==> src/rtl/emu_ff_scan_pkg.sv <==
// Shared definitions for the emulator flip-flop scan controller.
// Holds the controller state encoding and the default scan beat width.
package emu_ff_scan_pkg;

  localparam int DEFAULT_DATA_WIDTH = 64;

  typedef enum logic [1:0] {
    IDLE    = 2'd0,
    DUMP    = 2'd1,
    RESTORE = 2'd2,
    FIN     = 2'd3
  } state_t;

endpackage

==> src/rtl/emu_ff_scan_ctrl.sv <==
// Emulator flip-flop scan controller.
// Dumps the FF scan chain to a beat stream (with loopback so the chain keeps
// its content) or restores it from a beat stream. The DUT is held in halt for
// the whole operation. The optional XOR checksum of the transferred beats is
// built only when EMU_FF_SCAN_CHECKSUM_EN is defined; otherwise checksum is 0.
//
// Stream handshakes: a beat moves on a clock edge where valid and ready are
// both high. On the dump side the controller drives dout_valid, on the restore
// side din_ready; in either case that beat is also exactly the cycle in which
// ff_scan is high, so the chain shifts once per stream transfer and never
// otherwise. During an abort cycle the controller drops its own valid/ready
// together with ff_scan so no stream beat is consumed without a shift.
module emu_ff_scan_ctrl
  import emu_ff_scan_pkg::*;
#(
  parameter int CHAIN_BEATS = 3,
  parameter int DATA_WIDTH  = DEFAULT_DATA_WIDTH
) (
  input  logic                  clk,
  input  logic                  rst_n,
  input  logic                  start_dump,
  input  logic                  start_restore,
  input  logic                  abort,
  output logic                  busy,
  output logic                  done,
  output logic                  halt,
  output logic                  ff_scan,
  output logic [DATA_WIDTH-1:0] ff_sdi,
  input  logic [DATA_WIDTH-1:0] ff_sdo,
  output logic                  dout_valid,
  input  logic                  dout_ready,
  output logic [DATA_WIDTH-1:0] dout_data,
  input  logic                  din_valid,
  output logic                  din_ready,
  input  logic [DATA_WIDTH-1:0] din_data,
  output logic [DATA_WIDTH-1:0] checksum,
  output state_t                dbg_state
);

  localparam int                CNT_W     = $clog2(CHAIN_BEATS + 1);
  localparam logic [CNT_W-1:0]  LAST_BEAT = CNT_W'(CHAIN_BEATS - 1);

  state_t           r_state;
  state_t           w_next;
  logic [CNT_W-1:0] r_cnt;
  logic             w_xfer;
  logic             w_last;
  logic             w_start;

  assign w_last    = (r_cnt == LAST_BEAT);
  assign w_xfer    = ff_scan;
  assign w_start   = (r_state == IDLE) && (start_dump || start_restore);
  assign dbg_state = r_state;

  // State register.
  always_ff @(posedge clk or negedge rst_n) begin
    if (!rst_n) r_state <= IDLE;
    else        r_state <= w_next;
  end

  // Next state: dump wins over restore, abort only matters while shifting.
  always_comb begin
    w_next = r_state;
    case (r_state)
      IDLE: begin
        if (start_dump)         w_next = DUMP;
        else if (start_restore) w_next = RESTORE;
      end
      DUMP, RESTORE: begin
        if (abort)                 w_next = IDLE;
        else if (w_xfer && w_last) w_next = FIN;
      end
      FIN:     w_next = IDLE;
      default: w_next = IDLE;
    endcase
  end

  // Outputs: stream and chain controls decoded from state and handshakes.
  always_comb begin
    halt       = (r_state != IDLE);
    busy       = (r_state != IDLE);
    done       = (r_state == FIN);
    ff_scan    = 1'b0;
    ff_sdi     = '0;
    dout_valid = 1'b0;
    dout_data  = '0;
    din_ready  = 1'b0;
    case (r_state)
      DUMP: begin
        dout_valid = !abort;
        dout_data  = ff_sdo;
        ff_sdi     = ff_sdo;
        ff_scan    = dout_ready && !abort;
      end
      RESTORE: begin
        din_ready = !abort;
        ff_sdi    = din_data;
        ff_scan   = din_valid && !abort;
      end
      default: ;
    endcase
  end

  // Beat counter: one step per transfer, cleared on the last beat or on leaving.
  always_ff @(posedge clk or negedge rst_n) begin
    if (!rst_n) begin
      r_cnt <= '0;
    end else if (w_xfer) begin
      r_cnt <= w_last ? '0 : r_cnt + CNT_W'(1);
    end else if (w_next == IDLE) begin
      r_cnt <= '0;
    end
  end

`ifdef EMU_FF_SCAN_CHECKSUM_EN
  logic [DATA_WIDTH-1:0] r_checksum;

  // Checksum: restart on an accepted start, fold in every transferred beat.
  always_ff @(posedge clk or negedge rst_n) begin
    if (!rst_n) begin
      r_checksum <= '0;
    end else if (w_start) begin
      r_checksum <= '0;
    end else if (w_xfer) begin
      r_checksum <= r_checksum ^ ff_sdi;
    end
  end

  assign checksum = r_checksum;
`else
  logic w_unused_start;
  assign w_unused_start = w_start;
  assign checksum       = '0;
`endif

endmodule

==> config.mk <==
export PLATFORM = sky130hd
export DESIGN_NAME = emu_ff_scan_ctrl
export DESIGN_NICKNAME = d
export VERILOG_FILES = /design/src/rtl/emu_ff_scan_pkg.sv /design/src/rtl/emu_ff_scan_ctrl.sv
export SDC_FILE = /design/constraint.sdc
export NUM_CORES = 1
export LEC_CHECK = 0
export CAP_MARGIN = 30
export CORE_AREA = 4 4 129 131
export DETAILED_ROUTE_END_ITERATION = 6
export DIE_AREA = 0 0 133 135
export GPL_TIMING_DRIVEN = 0
export PLACE_DENSITY_LB_ADDON = 0.25
export SLEW_MARGIN = 20
export SYNTH_ARGS = -nofsm -noshare
export SYNTH_HDL_FRONTEND = slang
export SYNTH_SLANG_ARGS = --single-unit
==> constraint.sdc <==
create_clock -name clk -period 2 [get_ports clk]
set_input_delay 0.4 -clock clk [delete_from_list [all_inputs] [get_ports clk]]
set_output_delay 0.4 -clock clk [all_outputs]
set_load 0.01 [all_outputs]
* Yosys cells after proc, flatten, opt, wreduce, memory -nomap -nowiden
Index checks and enable logic that the tools add are counted.
** Word-level totals
- Output and inout bits :: 200
- Register bits :: 4
- Input port bits :: 135
- Word-level logic and storage cells :: 29
** Cells by class
- Reductions and logical operators :: 9
- Equality and inequality tests :: 4
- Add/subtract/negate cells :: 1
- Multiplexer cells :: 13
** Operator list (number)
- $pmux W64 S2 :: 1
- $mux W64 :: 1
- $mux W2 :: 7
- $eq A2 B2 Y1 const B :: 3
- $pmux W2 S3 :: 1
- $logic_not A2 Y1 :: 2
- $reduce_bool A2 Y1 :: 2
- $logic_and A1 B1 Y1 :: 3
- $add A2 B1 Y2 const B :: 1
- $eq A2 B1 Y1 const B :: 1
- $mux W1 :: 2
- $pmux W1 S2 :: 1
- $reduce_or A2 Y1 :: 1
- $logic_not A1 Y1 :: 1

* Longest topological paths before layout
- Word-level depth :: 10
- Gate-level depth with buffers :: 7
- Mapped depth without buffers :: 5

* Worst setup path after synthesis
Ideal clock, no wire load.
- Kind :: register to output
- Start point :: register r_state[0], in the netlist dbg_state[0]
- End point :: output port ff_sdi[0]
- Required time :: 1.600 ns
- Path slack :: 0.044 ns
- Buffers on the path :: 2
- Stages on the path, launching flop included :: 6
- Arrival time :: 1.556 ns
- Path through :: dfrtp_1 -> inv_1 -> ha_1 -> clkbuf_1 -> clkbuf_1 -> nor2b_1
** On the way
- Word-level cells in the longest chain between the ends :: 2
- Elaborated cells on any way between the ends :: 3
- Classes of those cells :: eq/ne: 2; mux: 1
** RTL lines
- from (decl) :: line emu_ff_scan_ctrl.sv:43 : state_t r_state;
- from (signal assigned) :: line emu_ff_scan_ctrl.sv:58 : else r_state <= w_next;
- $eq A2 B2 Y1 / $eq A2 B1 Y1 (equally long branches) :: line emu_ff_scan_ctrl.sv:88 : case (r_state)
- $pmux W64 S2 (*) :: line emu_ff_scan_ctrl.sv:88
- to (decl) :: line emu_ff_scan_ctrl.sv:28 : output logic [DATA_WIDTH-1:0] ff_sdi,
Mark *: on every way between the ends. The rest lies on a longest branch, timed or not.

* Worst setup path after layout
- Start point :: register r_state[0], in the netlist dbg_state[0]
- End point :: output port ff_sdi[3]
The elaborated chain is that of the path after synthesis.

==> results_dict.tcl <==
set metrics [dict create \
    drc 0 \
    syn-cell-area_mm2 0.00205 \
    skew_ps 1.42 \
    fin_ws_ps -146 \
    min-delay-path-class "primary input to async pin" \
    ys_ff_latch 4 \
    fin_crit_sh 1.07 \
    num_vias 3320 \
    start_util 0.131 \
    critPathMostFrequentCell "clkbuf_16" \
    critical_path.slowest_cell "dfrtp_2" \
    overflow 0 \
    synthCells 315 \
    grt_pass1_vias 3452 \
    yosysWarnings 0 \
    nFillCells 1643 \
    hold_ws_ps 393 \
    antennaDiodeCount 0 \
    dpl.hpwl_mm 9.75 \
    slowest_delay_ps 430 \
    r2r_start "dbg_state[1]" \
    clock_latency_ps 230 \
    finalCriticalPeriod_ps 2150 \
    synthFlopType "dfrtp_1" \
    synth.distinct_cells 25 \
    io_pins 335 \
    wl_per_cell_um 14.5 \
    cts_sinks 4 \
    outcome "finished, violations left" \
    numCtsBuffers 3 \
    r2r_slack_ps 160 \
    crit_chain "buf_6, ha_4, clkbuf_16, clkbuf_16, and2_4, a21oi_2, nor2b_1, buf_2" \
    path_max_fanout 6 \
    drive_above_1_share 0.549 \
    hold_violations 0 \
    nets 832 \
    clock_path_buffers 2 \
    synthArstFlopShare 1.00 \
    postSynthAreaPerCell_um2 6.50 \
    fmax_mhz 466 \
    grt_max_degree 11 \
    place_area_mm2 0.00526 \
    setup_viol 71 \
    ant_nets 0 \
    coreArea_mm2 0.0156 \
    routed_wl_mm 13.1 \
    rsz0062_at_grt "true" \
    root_buffer "clkbuf_16" \
    cts_tree "yes" \
    critPathKind "flip-flop to output port" \
    worstRegToRegCells 8 \
    dr.pass1.iters 4 \
    die_height_um 135 \
    end_kind "output port" \
    die_w_um 133 \
    cellPowerDensity_mw_per_mm2 1120 \
    r2r-end "r_cnt[0]" \
    drt-vias-per-instance 3.67 \
    leakage_nw 2.94 \
    track_usage 0.127 \
    synth_edf_count 0 \
    post-place-ws_ps -1100 \
    grt_pass1_wl_mm 18.5 \
    start_kind "flip-flop" \
    clkTransAtPathRegs_ps 30 \
    drv_slew 0 \
    fin_util 0.390 \
    worstPathArrival_ps 1750 \
    crit_start "dbg_state[0]" \
    htreeDepth 1 \
    fp.dieArea_mm2 0.0180 \
    num_rows 46 \
    hold_buffers 0 \
    ir_drop_mv 0.462 \
    cap_violations 0 \
    drt-initial-drc-count 54 \
    violations "setup timing" \
    seq_area_frac_synth 0.0489 \
    place.port_buffers 270 \
    area_growth_pct 197 \
    worstSetupEndpoint "ff_sdi[3]" \
    gp_congestion 0.781 \
    grt_antenna_before_repair 0 \
    final_area_mm2 0.00609 \
    cp_data_required_time_ps 1600 \
    final.setup.tns_ps -6250 \
]
## power breakdown
part | switching (mW) | internal [mW]
logic | 2.76 | 3.61
registers | 0.0381 | 0.111
clock network | 0.0567 | 0.255
## placed cells by master, fill, tap and decap left out, types with 4 or more instances in the layout
cell type and n:
clkbuf_16 17, buf_4 79, dlygate4sd2_1 5, conb_1 64
clkbuf_2 4, clkdlybuf4s50_1 138, clkdlybuf4s15_1 8, and2_4 58
buf_2 98, buf_8 6, buf_6 33, and2_1 6
nor2b_1 65, a21oi_4 5, a21oi_2 58, clkbuf_8 7
## worst max-delay path, delay by kind of cell (launching register included)
kind                       cells  cell delay, ps
and+or+nand+nor                2             200
buffers and inverters          4             590
DFF                            1             430
AOI/OAI and AO/OA              1             110
adders and majority gates      1             180
## logic make-up (layout without fill, tap and decap cells)
kind of cell	after synthesis	count (layout)	share of synthesized area
and+or+nand+nor	138	138	0.422
buffers and inverters	91	402	0.289
adders and majority gates	6	6	0.0367
muxes	2	2	0.0116
other	1	64	0.00183
DFF	4	4	0.0489
AOI/OAI and AO/OA	73	73	0.190
## how the worst min path moves through the flow
stage              from      endpoint  slack (ps)  depth (start not counted)
3_5_place_dp   r_cnt[0]      r_cnt[1]         500                          1
6_report          rst_n      r_cnt[0]         390                          1
5_1_grt           rst_n      r_cnt[0]         410                          1
3_3_place_gp   r_cnt[0]      r_cnt[1]         490                          1
2_1_floorplan     rst_n  dbg_state[0]         100                          0
4_1_cts           rst_n      r_cnt[0]         400                          1
## metrics by stage
step | total power, mW | std cells
floorplan | 2.43 | 378
global placement | 4.93 | 864
detailed placement | 4.95 | 864
CTS | 6.40 | 892
global route | 7.34 | 905
finish | 6.83 | 905
## sequential cells by signal (all words and copies together) (netlist names)
register / cells
dbg_state: 2
r_cnt: 2
## synthesized netlist by cell type (2+ instances only)
| library cell | n | share of area |
|---|---|---|
| and2_1 | 64 | 0.20 |
| clkbuf_1 | 20 | 0.037 |
| dfrtp_1 | 4 | 0.049 |
| a221o_1 | 2 | 0.0098 |
| inv_1 | 3 | 0.0055 |
| nand2b_1 | 2 | 0.0061 |
| a21oi_1 | 64 | 0.16 |
| o21ai_0 | 2 | 0.0049 |
| buf_4 | 66 | 0.24 |
| ha_1 | 6 | 0.037 |
| nor2b_1 | 67 | 0.20 |
| nor2_1 | 2 | 0.0037 |
## area by class of cell
| cell class | instances | area, um2 | area share |
|---|---|---|---|
| repair buffers | 309 | 2660 | 0.438 |
| multi-input cells | 283 | 2060 | 0.339 |
| plain buffers | 87 | 897 | 0.147 |
| well taps | 216 | 270 | 0.0444 |
| flip-flops and latches | 4 | 103 | 0.0169 |
| clock buffers | 3 | 75.1 | 0.0123 |
| inverters | 3 | 16.3 | 0.00267 |
## per-layer routing
metal | up-vias | share of wire | track usage
li1 | 1636 | - | -
met1 | 1462 | 0.36 | 0.136
met2 | 204 | 0.53 | 0.242
met3 | 18 | 0.089 | 0.0365
met4 | 0 | 0.017 | 0.0346
met5 | - | 0 | 0
## repair_timing
action	in CTS	in global routing
setup buffers	17	11
resized for setup	673	74
setup endpoints to repair	133	125
gates cloned	8	3
pin swaps	1	3
(Power assumes the default switching activity.)
